`src/rtl/pe_operand_feeder.sv`:
```
// Operand feeder for the convolution PE: buffers one filter row and one ifmap row,
// then issues the 1-D sliding-window MAC schedule one operand pair per cycle.
module pe_operand_feeder #(
    parameter int DATA_WIDTH = 16,
    parameter int FLTR_MAX   = 5,
    parameter int IFMAP_MAX  = 32
) (
    input  logic                           clk,
    input  logic                           rstn,
    input  logic                           cfg_valid,
    output logic                           cfg_ready,
    input  logic [$clog2(FLTR_MAX+1)-1:0]  cfg_fltr_len,
    input  logic [$clog2(IFMAP_MAX+1)-1:0] cfg_ifmap_len,
    input  logic                           fltr_valid,
    output logic                           fltr_ready,
    input  logic [DATA_WIDTH-1:0]          fltr_data,
    input  logic                           ifmap_valid,
    output logic                           ifmap_ready,
    input  logic [DATA_WIDTH-1:0]          ifmap_data,
    input  logic                           pe_ready,
    output logic                           pe_valid,
    output logic [DATA_WIDTH-1:0]          pe_ifmap_data,
    output logic [DATA_WIDTH-1:0]          pe_fltr_data,
    output logic                           pe_mult_seln,
    output logic                           pe_acc_seln,
    output logic                           pe_last,
    output logic                           busy,
    output logic                           cfg_err
);
    localparam int KW = $clog2(FLTR_MAX + 1);
    localparam int WW = $clog2(IFMAP_MAX + 1);

    localparam logic [2:0] S_IDLE       = 3'd0;
    localparam logic [2:0] S_LOAD_FLTR  = 3'd1;
    localparam logic [2:0] S_LOAD_IFMAP = 3'd2;
    localparam logic [2:0] S_COMPUTE    = 3'd3;
    localparam logic [2:0] S_DRAIN      = 3'd4;

    logic [2:0]            state_q, state_d;
    logic [KW-1:0]         k_len_q, k_len_d;
    logic [WW-1:0]         w_len_q, w_len_d;
    logic [WW-1:0]         ld_cnt_q, ld_cnt_d;
    logic [WW-1:0]         o_q, o_d;
    logic [KW-1:0]         k_q, k_d;
    logic                  last_ld_q, last_ld_d;
    logic                  drain_q, drain_d;
    logic                  cfg_err_q, cfg_err_d;
    logic                  pe_valid_q, pe_valid_d;
    logic [DATA_WIDTH-1:0] pe_ifmap_q, pe_ifmap_d;
    logic [DATA_WIDTH-1:0] pe_fltr_q, pe_fltr_d;
    logic                  pe_mult_q, pe_mult_d;
    logic                  pe_acc_q, pe_acc_d;
    logic                  pe_last_q, pe_last_d;

    // Row buffers are sized to the counter ranges so every index is exactly in range.
    logic [DATA_WIDTH-1:0] tap_mem [0:(1<<KW)-1];
    logic [DATA_WIDTH-1:0] pix_mem [0:(1<<WW)-1];

    logic cfg_bad;
    logic k_is_last;

    assign cfg_ready   = (state_q == S_IDLE);
    assign busy        = (state_q != S_IDLE);
    assign fltr_ready  = (state_q == S_LOAD_FLTR);
    assign ifmap_ready = (state_q == S_LOAD_IFMAP);

    assign cfg_bad = (cfg_fltr_len == '0) || (cfg_ifmap_len == '0) ||
                     (cfg_fltr_len > KW'(FLTR_MAX)) || (cfg_ifmap_len > WW'(IFMAP_MAX)) ||
                     (cfg_ifmap_len < WW'(cfg_fltr_len));
    assign k_is_last = (k_q == k_len_q - KW'(1));

    always_comb begin
        state_d    = state_q;
        k_len_d    = k_len_q;
        w_len_d    = w_len_q;
        ld_cnt_d   = ld_cnt_q;
        o_d        = o_q;
        k_d        = k_q;
        last_ld_d  = last_ld_q;
        drain_d    = drain_q;
        cfg_err_d  = 1'b0;
        pe_valid_d = pe_valid_q;
        pe_ifmap_d = pe_ifmap_q;
        pe_fltr_d  = pe_fltr_q;
        pe_mult_d  = pe_mult_q;
        pe_acc_d   = pe_acc_q;
        pe_last_d  = pe_last_q;
        case (state_q)
            S_IDLE: begin
                if (cfg_valid) begin
                    if (cfg_bad) begin
                        cfg_err_d = 1'b1;
                    end else begin
                        k_len_d  = cfg_fltr_len;
                        w_len_d  = cfg_ifmap_len;
                        ld_cnt_d = '0;
                        state_d  = S_LOAD_FLTR;
                    end
                end
            end
            S_LOAD_FLTR: begin
                if (fltr_valid) begin
                    if (ld_cnt_q == WW'(k_len_q) - WW'(1)) begin
                        ld_cnt_d = '0;
                        state_d  = S_LOAD_IFMAP;
                    end else begin
                        ld_cnt_d = ld_cnt_q + WW'(1);
                    end
                end
            end
            S_LOAD_IFMAP: begin
                if (ifmap_valid) begin
                    if (ld_cnt_q == w_len_q - WW'(1)) begin
                        ld_cnt_d  = '0;
                        o_d       = '0;
                        k_d       = '0;
                        last_ld_d = 1'b0;
                        state_d   = S_COMPUTE;
                    end else begin
                        ld_cnt_d = ld_cnt_q + WW'(1);
                    end
                end
            end
            S_COMPUTE: begin
                // The output register refills when empty (entry cycle) or when the PE takes the pair.
                if (!pe_valid_q || pe_ready) begin
                    if (last_ld_q) begin
                        pe_valid_d = 1'b0;
                        pe_mult_d  = 1'b0;
                        pe_acc_d   = 1'b0;
                        pe_last_d  = 1'b0;
                        drain_d    = 1'b0;
                        state_d    = S_DRAIN;
                    end else begin
                        pe_valid_d = 1'b1;
                        pe_mult_d  = 1'b1;
                        pe_ifmap_d = pix_mem[o_q + WW'(k_q)];
                        pe_fltr_d  = tap_mem[k_q];
                        pe_acc_d   = (k_q == '0);
                        pe_last_d  = k_is_last;
                        last_ld_d  = k_is_last && (o_q == w_len_q - WW'(k_len_q));
                        if (k_is_last) begin
                            k_d = '0;
                            o_d = o_q + WW'(1);
                        end else begin
                            k_d = k_q + KW'(1);
                        end
                    end
                end
            end
            S_DRAIN: begin
                if (drain_q) begin
                    state_d = S_IDLE;
                end else begin
                    drain_d = 1'b1;
                end
            end
            default: state_d = S_IDLE;
        endcase
    end

    always_ff @(posedge clk or negedge rstn) begin
        if (!rstn) begin
            state_q    <= S_IDLE;
            k_len_q    <= '0;
            w_len_q    <= '0;
            ld_cnt_q   <= '0;
            o_q        <= '0;
            k_q        <= '0;
            last_ld_q  <= 1'b0;
            drain_q    <= 1'b0;
            cfg_err_q  <= 1'b0;
            pe_valid_q <= 1'b0;
            pe_ifmap_q <= '0;
            pe_fltr_q  <= '0;
            pe_mult_q  <= 1'b0;
            pe_acc_q   <= 1'b0;
            pe_last_q  <= 1'b0;
        end else begin
            state_q    <= state_d;
            k_len_q    <= k_len_d;
            w_len_q    <= w_len_d;
            ld_cnt_q   <= ld_cnt_d;
            o_q        <= o_d;
            k_q        <= k_d;
            last_ld_q  <= last_ld_d;
            drain_q    <= drain_d;
            cfg_err_q  <= cfg_err_d;
            pe_valid_q <= pe_valid_d;
            pe_ifmap_q <= pe_ifmap_d;
            pe_fltr_q  <= pe_fltr_d;
            pe_mult_q  <= pe_mult_d;
            pe_acc_q   <= pe_acc_d;
            pe_last_q  <= pe_last_d;
        end
    end

    always_ff @(posedge clk) begin
        if (fltr_ready && fltr_valid) begin
            tap_mem[ld_cnt_q[KW-1:0]] <= fltr_data;
        end
        if (ifmap_ready && ifmap_valid) begin
            pix_mem[ld_cnt_q] <= ifmap_data;
        end
    end

    assign pe_valid      = pe_valid_q;
    assign pe_ifmap_data = pe_ifmap_q;
    assign pe_fltr_data  = pe_fltr_q;
    assign pe_mult_seln  = pe_mult_q;
    assign pe_acc_seln   = pe_acc_q;
    assign pe_last       = pe_last_q;
    assign cfg_err       = cfg_err_q;

endmodule

```
`config.mk`:
```
export PLATFORM = sky130hd
export DESIGN_NAME = pe_operand_feeder
export DESIGN_NICKNAME = d
export VERILOG_FILES = /design/src/rtl/pe_operand_feeder.sv
export SDC_FILE = /design/constraint.sdc
export NUM_CORES = 1
export LEC_CHECK = 0
export BUFFER_PORTS_ARGS = -buffer_cell sky130_fd_sc_hd__buf_2
export CAP_MARGIN = 20
export CORE_MARGIN = 2
export CORE_UTILIZATION = 40
export CTS_CLUSTER_DIAMETER = 50
export CTS_CLUSTER_SIZE = 12
export DETAILED_ROUTE_END_ITERATION = 12
export HOLD_SLACK_MARGIN = 0.15
export MAX_ROUTING_LAYER = met4
export PLACE_DENSITY = 0.53
export SLEW_MARGIN = 20
export SYNTH_ARGS = -nofsm -noshare
export SYNTH_HDL_FRONTEND = slang
export SYNTH_SLANG_ARGS = --single-unit
```
`constraint.sdc`:
```
create_clock -name clk -period 6.5 [get_ports clk]
set_input_delay 0.65 -clock clk [delete_from_list [all_inputs] [get_ports clk]]
set_output_delay 0.65 -clock clk [all_outputs]
set_load 0.005 [all_outputs]
```
==> out/summary.md <==
The die is 350 microns tall. Synthesis produced a netlist with a net count of 2521. Fill cells in the final layout number 9928. The reg-to-reg startpoint was o_q[0].

Setup repair after global routing left no endpoint under its margin. After synthesis, the netlist uses 64 different library cells. The tools report the number of hold violations in the final report as 0. The normalized max-slew margin was 30.9%; the endpoint required time on the critical path was 7.16 ns. For the worst-case clock buffer depth, the log shows 3. After detailed routing, the number of vias per cell comes to 5.64. The top cell types in the final layout, fill and taps aside, are sky130_fd_sc_hd__edfxtp_1, sky130_fd_sc_hd__nand2_1, sky130_fd_sc_hd__mux4_2. The final critical-path required period is 4.53 ns, and the adder-cell share of the synthesized area is 0.450%. The biggest area contributor in the post-synthesis netlist is sky130_fd_sc_hd__edfxtp_1. The startpoint class of the critical path was a flip-flop.

For this run, the leading register cell type out of synthesis is sky130_fd_sc_hd__edfxtp_1. The flow ran to the end, and the final reports show no timing, DRC or antenna violations. The tools report the endpoint of the worst hold path as tap_mem[2][10]. The number of rows in the core area came out at 126. The number of antenna violations at the first check in global routing was 3. The buffer type at the clock tree root was sky130_fd_sc_hd__clkbuf_16. The number of I/O port buffers was 87; the post-synthesis instance total was 2458. At the pin with the least slew margin, the transition time is 1.03 ns. Cells fill 46.5% of the core in the end. The register area share after synthesis came out at 75.8%. Element type at the critical path end: a flip-flop.

The count of synthesis-stage warnings from yosys was 0. Post-synthesis instance area: 47800 sq um. Global routing finished with a remaining overflow of 0. At the later pin of the worst-skew pair, clock insertion delay measures 0.75 ns.

Buffers added to address setup during post-CTS repair amount to 0. The per-instance average area after synthesis works out to 19.4 sq um. In this run the critical register-to-register path is captured at pe_ifmap_data[15]. Global routing used 21.1% of the available tracks. At the end of routability-driven placement, the weighted congestion stood at 0.814.

The run gives 0 as the number of maximum-capacitance constraint violations. The run gives 123000 microns as the total wire length. Dividing the detail-routed wire length by the instance count gives 28.6 microns. In this run the most critical hold path is launched from fltr_data[10]. The number of enable flip-flop cells after synthesis works out to 1152.

The instance count along the most critical hold path was 1. For the worst setup skew after layout, the log shows 0.0300 ns. In this run, CTS created clock tree buffers numbering 135.

After floorplanning, the core was sized to cover 118000 sq um. The fraction of synthesized cell area in xor and xnor cells was 0.670%. The part of the cycle the worst path needs works out to 69.8%. The tools report the clock sink count as 1217.

Leaving out fill and tap cells, the most frequent cell in the layout is sky130_fd_sc_hd__edfxtp_1. In this run the register-to-register setup slack is 1.97 ns. The count of nets left with antenna violations after detail routing is 0. Relative to the synthesized area, the layout overhead comes to 15.1%.

Final net count: 2738. Setup slack on the critical path of the routed design comes to 1.97 ns. The power per standard cell area is 353 nW/um^2, and the detailed-route DRC error count is 0. Of the post-synthesis cell area, the dominant cell type holds 72.4%. The final number of max-transition violations was 0; the complex-gate fraction of the synthesized area was 1.51%. Setup violations remaining at the end of the flow were counted as 0. The via count of the first global-routing pass is 25.0k, and the area of all placed cells without fillers is 55000 sq um. The ratio of cells with drive above 1 in the final layout was 26.1%; the clock transition time at the flip-flop clock pins of the worst setup and hold paths was 0.06 ns. The area of placed instances came out at 50600 sq um. Before antenna repair, the detailed router went through 5 iterations. The die covers 122000 sq um. The detailed placer's ending HPWL was 71100 microns; the arrival time reported for the critical path endpoint was 5.19 ns. The worst-case IR drop observed on VDD is 257 uV. The setup path with the least slack is of type reg2reg. In this run, synthesis produced a sequential element count of 1217. The initial utilization of the core area, before any placement, comes to 40.4%. After routing, the total negative slack on setup checks comes to 0 ns. By area, the combinational part of the netlist is dominated by multiplexers. The first-pass GRT wire length was 179000 microns. Leakage power figure: 17.7 nW. Class of the tightest hold or removal check: in2reg. The I/O pin count is 88, and the number of gates resized after cts is 0.

Across all layers, the routed design uses 24.3k vias. TritonCTS built the clock tree. After synthesis, the share of flip-flops with an asynchronous set or reset is 5.34%. The initial DRC count was 2312; the share of synthesized area spent on multiplexers was 14.5%. The level count of the clock H-tree was 4; the worst setup slack after placement was 1.95 ns. Entering global routing, the biggest net connects 86 pins.

The die span in x was 350 microns; the simple-gate share of the synthesized area was 5.62%. The highest net fanout along the worst path works out to 66. The number of cells on the worst reg-to-reg path is 9. Ranked by total cell area, the synthesized netlist is headed by sky130_fd_sc_hd__edfxtp_1, sky130_fd_sc_hd__mux4_2, sky130_fd_sc_hd__dfrtp_1, sky130_fd_sc_hd__nand2_1, sky130_fd_sc_hd__nand3_1. The tools report the achievable frequency as 0.221 GHz.
-- routing by layer --
layer	vias to the layer above	share of wire, %	track usage, %
li1	10315	-	-
met1	13073	43	28.5
met2	742	49	33.3
met3	169	5.6	3.36
met4	0	2.2	5.93
met5	-	0	-
-- where the power goes --
part           internal [mW]  leakage (nW)  total [mW]  switching [mW]
clock network           4.42          2.10        7.45            3.04
logic                   1.44          4.38        3.03            1.60
registers               8.76          11.2        8.95           0.192
total                   14.6          17.7        19.4            4.83
-- worst max-delay path by stage --
stage	startpoint	endpoint	slack, ns	cells after the start
detailed placement	o_q[0]	pe_ifmap_data[15]	1.95	9
finish	o_q[0]	pe_ifmap_data[15]	1.97	9
CTS	o_q[0]	pe_ifmap_data[15]	1.96	9
global placement	o_q[0]	pe_ifmap_data[15]	1.94	9
global route	o_q[0]	pe_ifmap_data[15]	1.84	9
floorplan	o_q[0]	pe_ifmap_data[0]	3.73	11
-- flip-flops by register name, summed over array words and instances, names as in the netlist --
| signal | count |
|---|---|
| pe_fltr_data | 16 |
| k_q | 3 |
| pe_acc_seln | 1 |
| pix_mem | 1024 |
| o_q | 6 |
| tap_mem | 128 |
| cfg_err | 1 |
| last_ld_q | 1 |
| pe_mult_seln | 1 |
| state_q | 3 |
| drain_q | 1 |
| ld_cnt_q | 6 |
| w_len_q | 6 |
| k_len_q | 3 |
| pe_last | 1 |
| pe_ifmap_data | 16 |
-- through the flow --
stage	std cells	hold slack (ns)	power [mW]
finish	4307	0.202	19.4
global route	4306	0.174	20.2
CTS	4305	0.152	19.7
detailed placement	4060	0.465	12.2
global placement	4060	0.462	12.2
floorplan	2458	0.354	11.3
-- timing repair --
item                                   4_1_cts  5_1_grt
endpoints found under the hold margin       69        0
hold buffers                                14        0
setup endpoints to repair                    0        0
-- cell families (layout without fill, tap and decap cells) --
logic type / count (synthesis) / after routing
and+or+nand+nor: 597 / 597
other: 0 / 2
AOI/OAI and AO/OA: 107 / 107
adders and majority gates: 16 / 16
muxes: 330 / 330
xor gates and xnor gates: 34 / 34
DFF: 1217 / 1217
buffers and inverters: 157 / 468
-- area by class of cell --
cell class | count | area, sq um | area share (%)
inverters | 23 | 86.3 | 0.157
multi-input cells | 1084 | 11000 | 20.0
well taps | 1536 | 1920 | 3.49
clock buffers | 180 | 3750 | 6.81
clock inverters | 51 | 568 | 1.03
repair buffers | 214 | 1490 | 2.71
diodes | 2 | 5.00 | 0.00910
flip-flops and latches | 1217 | 36200 | 65.8
-- critical path, stage by stage (launching register included) --
cell and delay (ns):
sky130_fd_sc_hd__dfrtp_1 0.47, sky130_fd_sc_hd__ha_4 0.21, sky130_fd_sc_hd__fa_4 1.38, sky130_fd_sc_hd__buf_12 0.44
sky130_fd_sc_hd__buf_4 0.50, sky130_fd_sc_hd__mux4_2 0.28, sky130_fd_sc_hd__nand2_1 0.05, sky130_fd_sc_hd__a31oi_1 0.50
sky130_fd_sc_hd__nand4_1 0.35, sky130_fd_sc_hd__nand3_1 0.15
-- synth_stat cells, types with 12 or more instances --
cell and n:
sky130_fd_sc_hd__edfxtp_1 1152, sky130_fd_sc_hd__mux4_2 287, sky130_fd_sc_hd__nand2_1 287, sky130_fd_sc_hd__nand3_1 133, sky130_fd_sc_hd__nor2_1 95, sky130_fd_sc_hd__buf_2 69, sky130_fd_sc_hd__dfrtp_1 65, sky130_fd_sc_hd__clkbuf_1 39
sky130_fd_sc_hd__mux2i_1 34, sky130_fd_sc_hd__o21ai_0 33, sky130_fd_sc_hd__nand4_1 23, sky130_fd_sc_hd__inv_1 21, sky130_fd_sc_hd__xnor2_1 20, sky130_fd_sc_hd__a31oi_1 18, sky130_fd_sc_hd__buf_1 17, sky130_fd_sc_hd__a32oi_1 15
sky130_fd_sc_hd__ha_1 14, sky130_fd_sc_hd__xor2_1 12
Power figures use the tool's default switching activity.
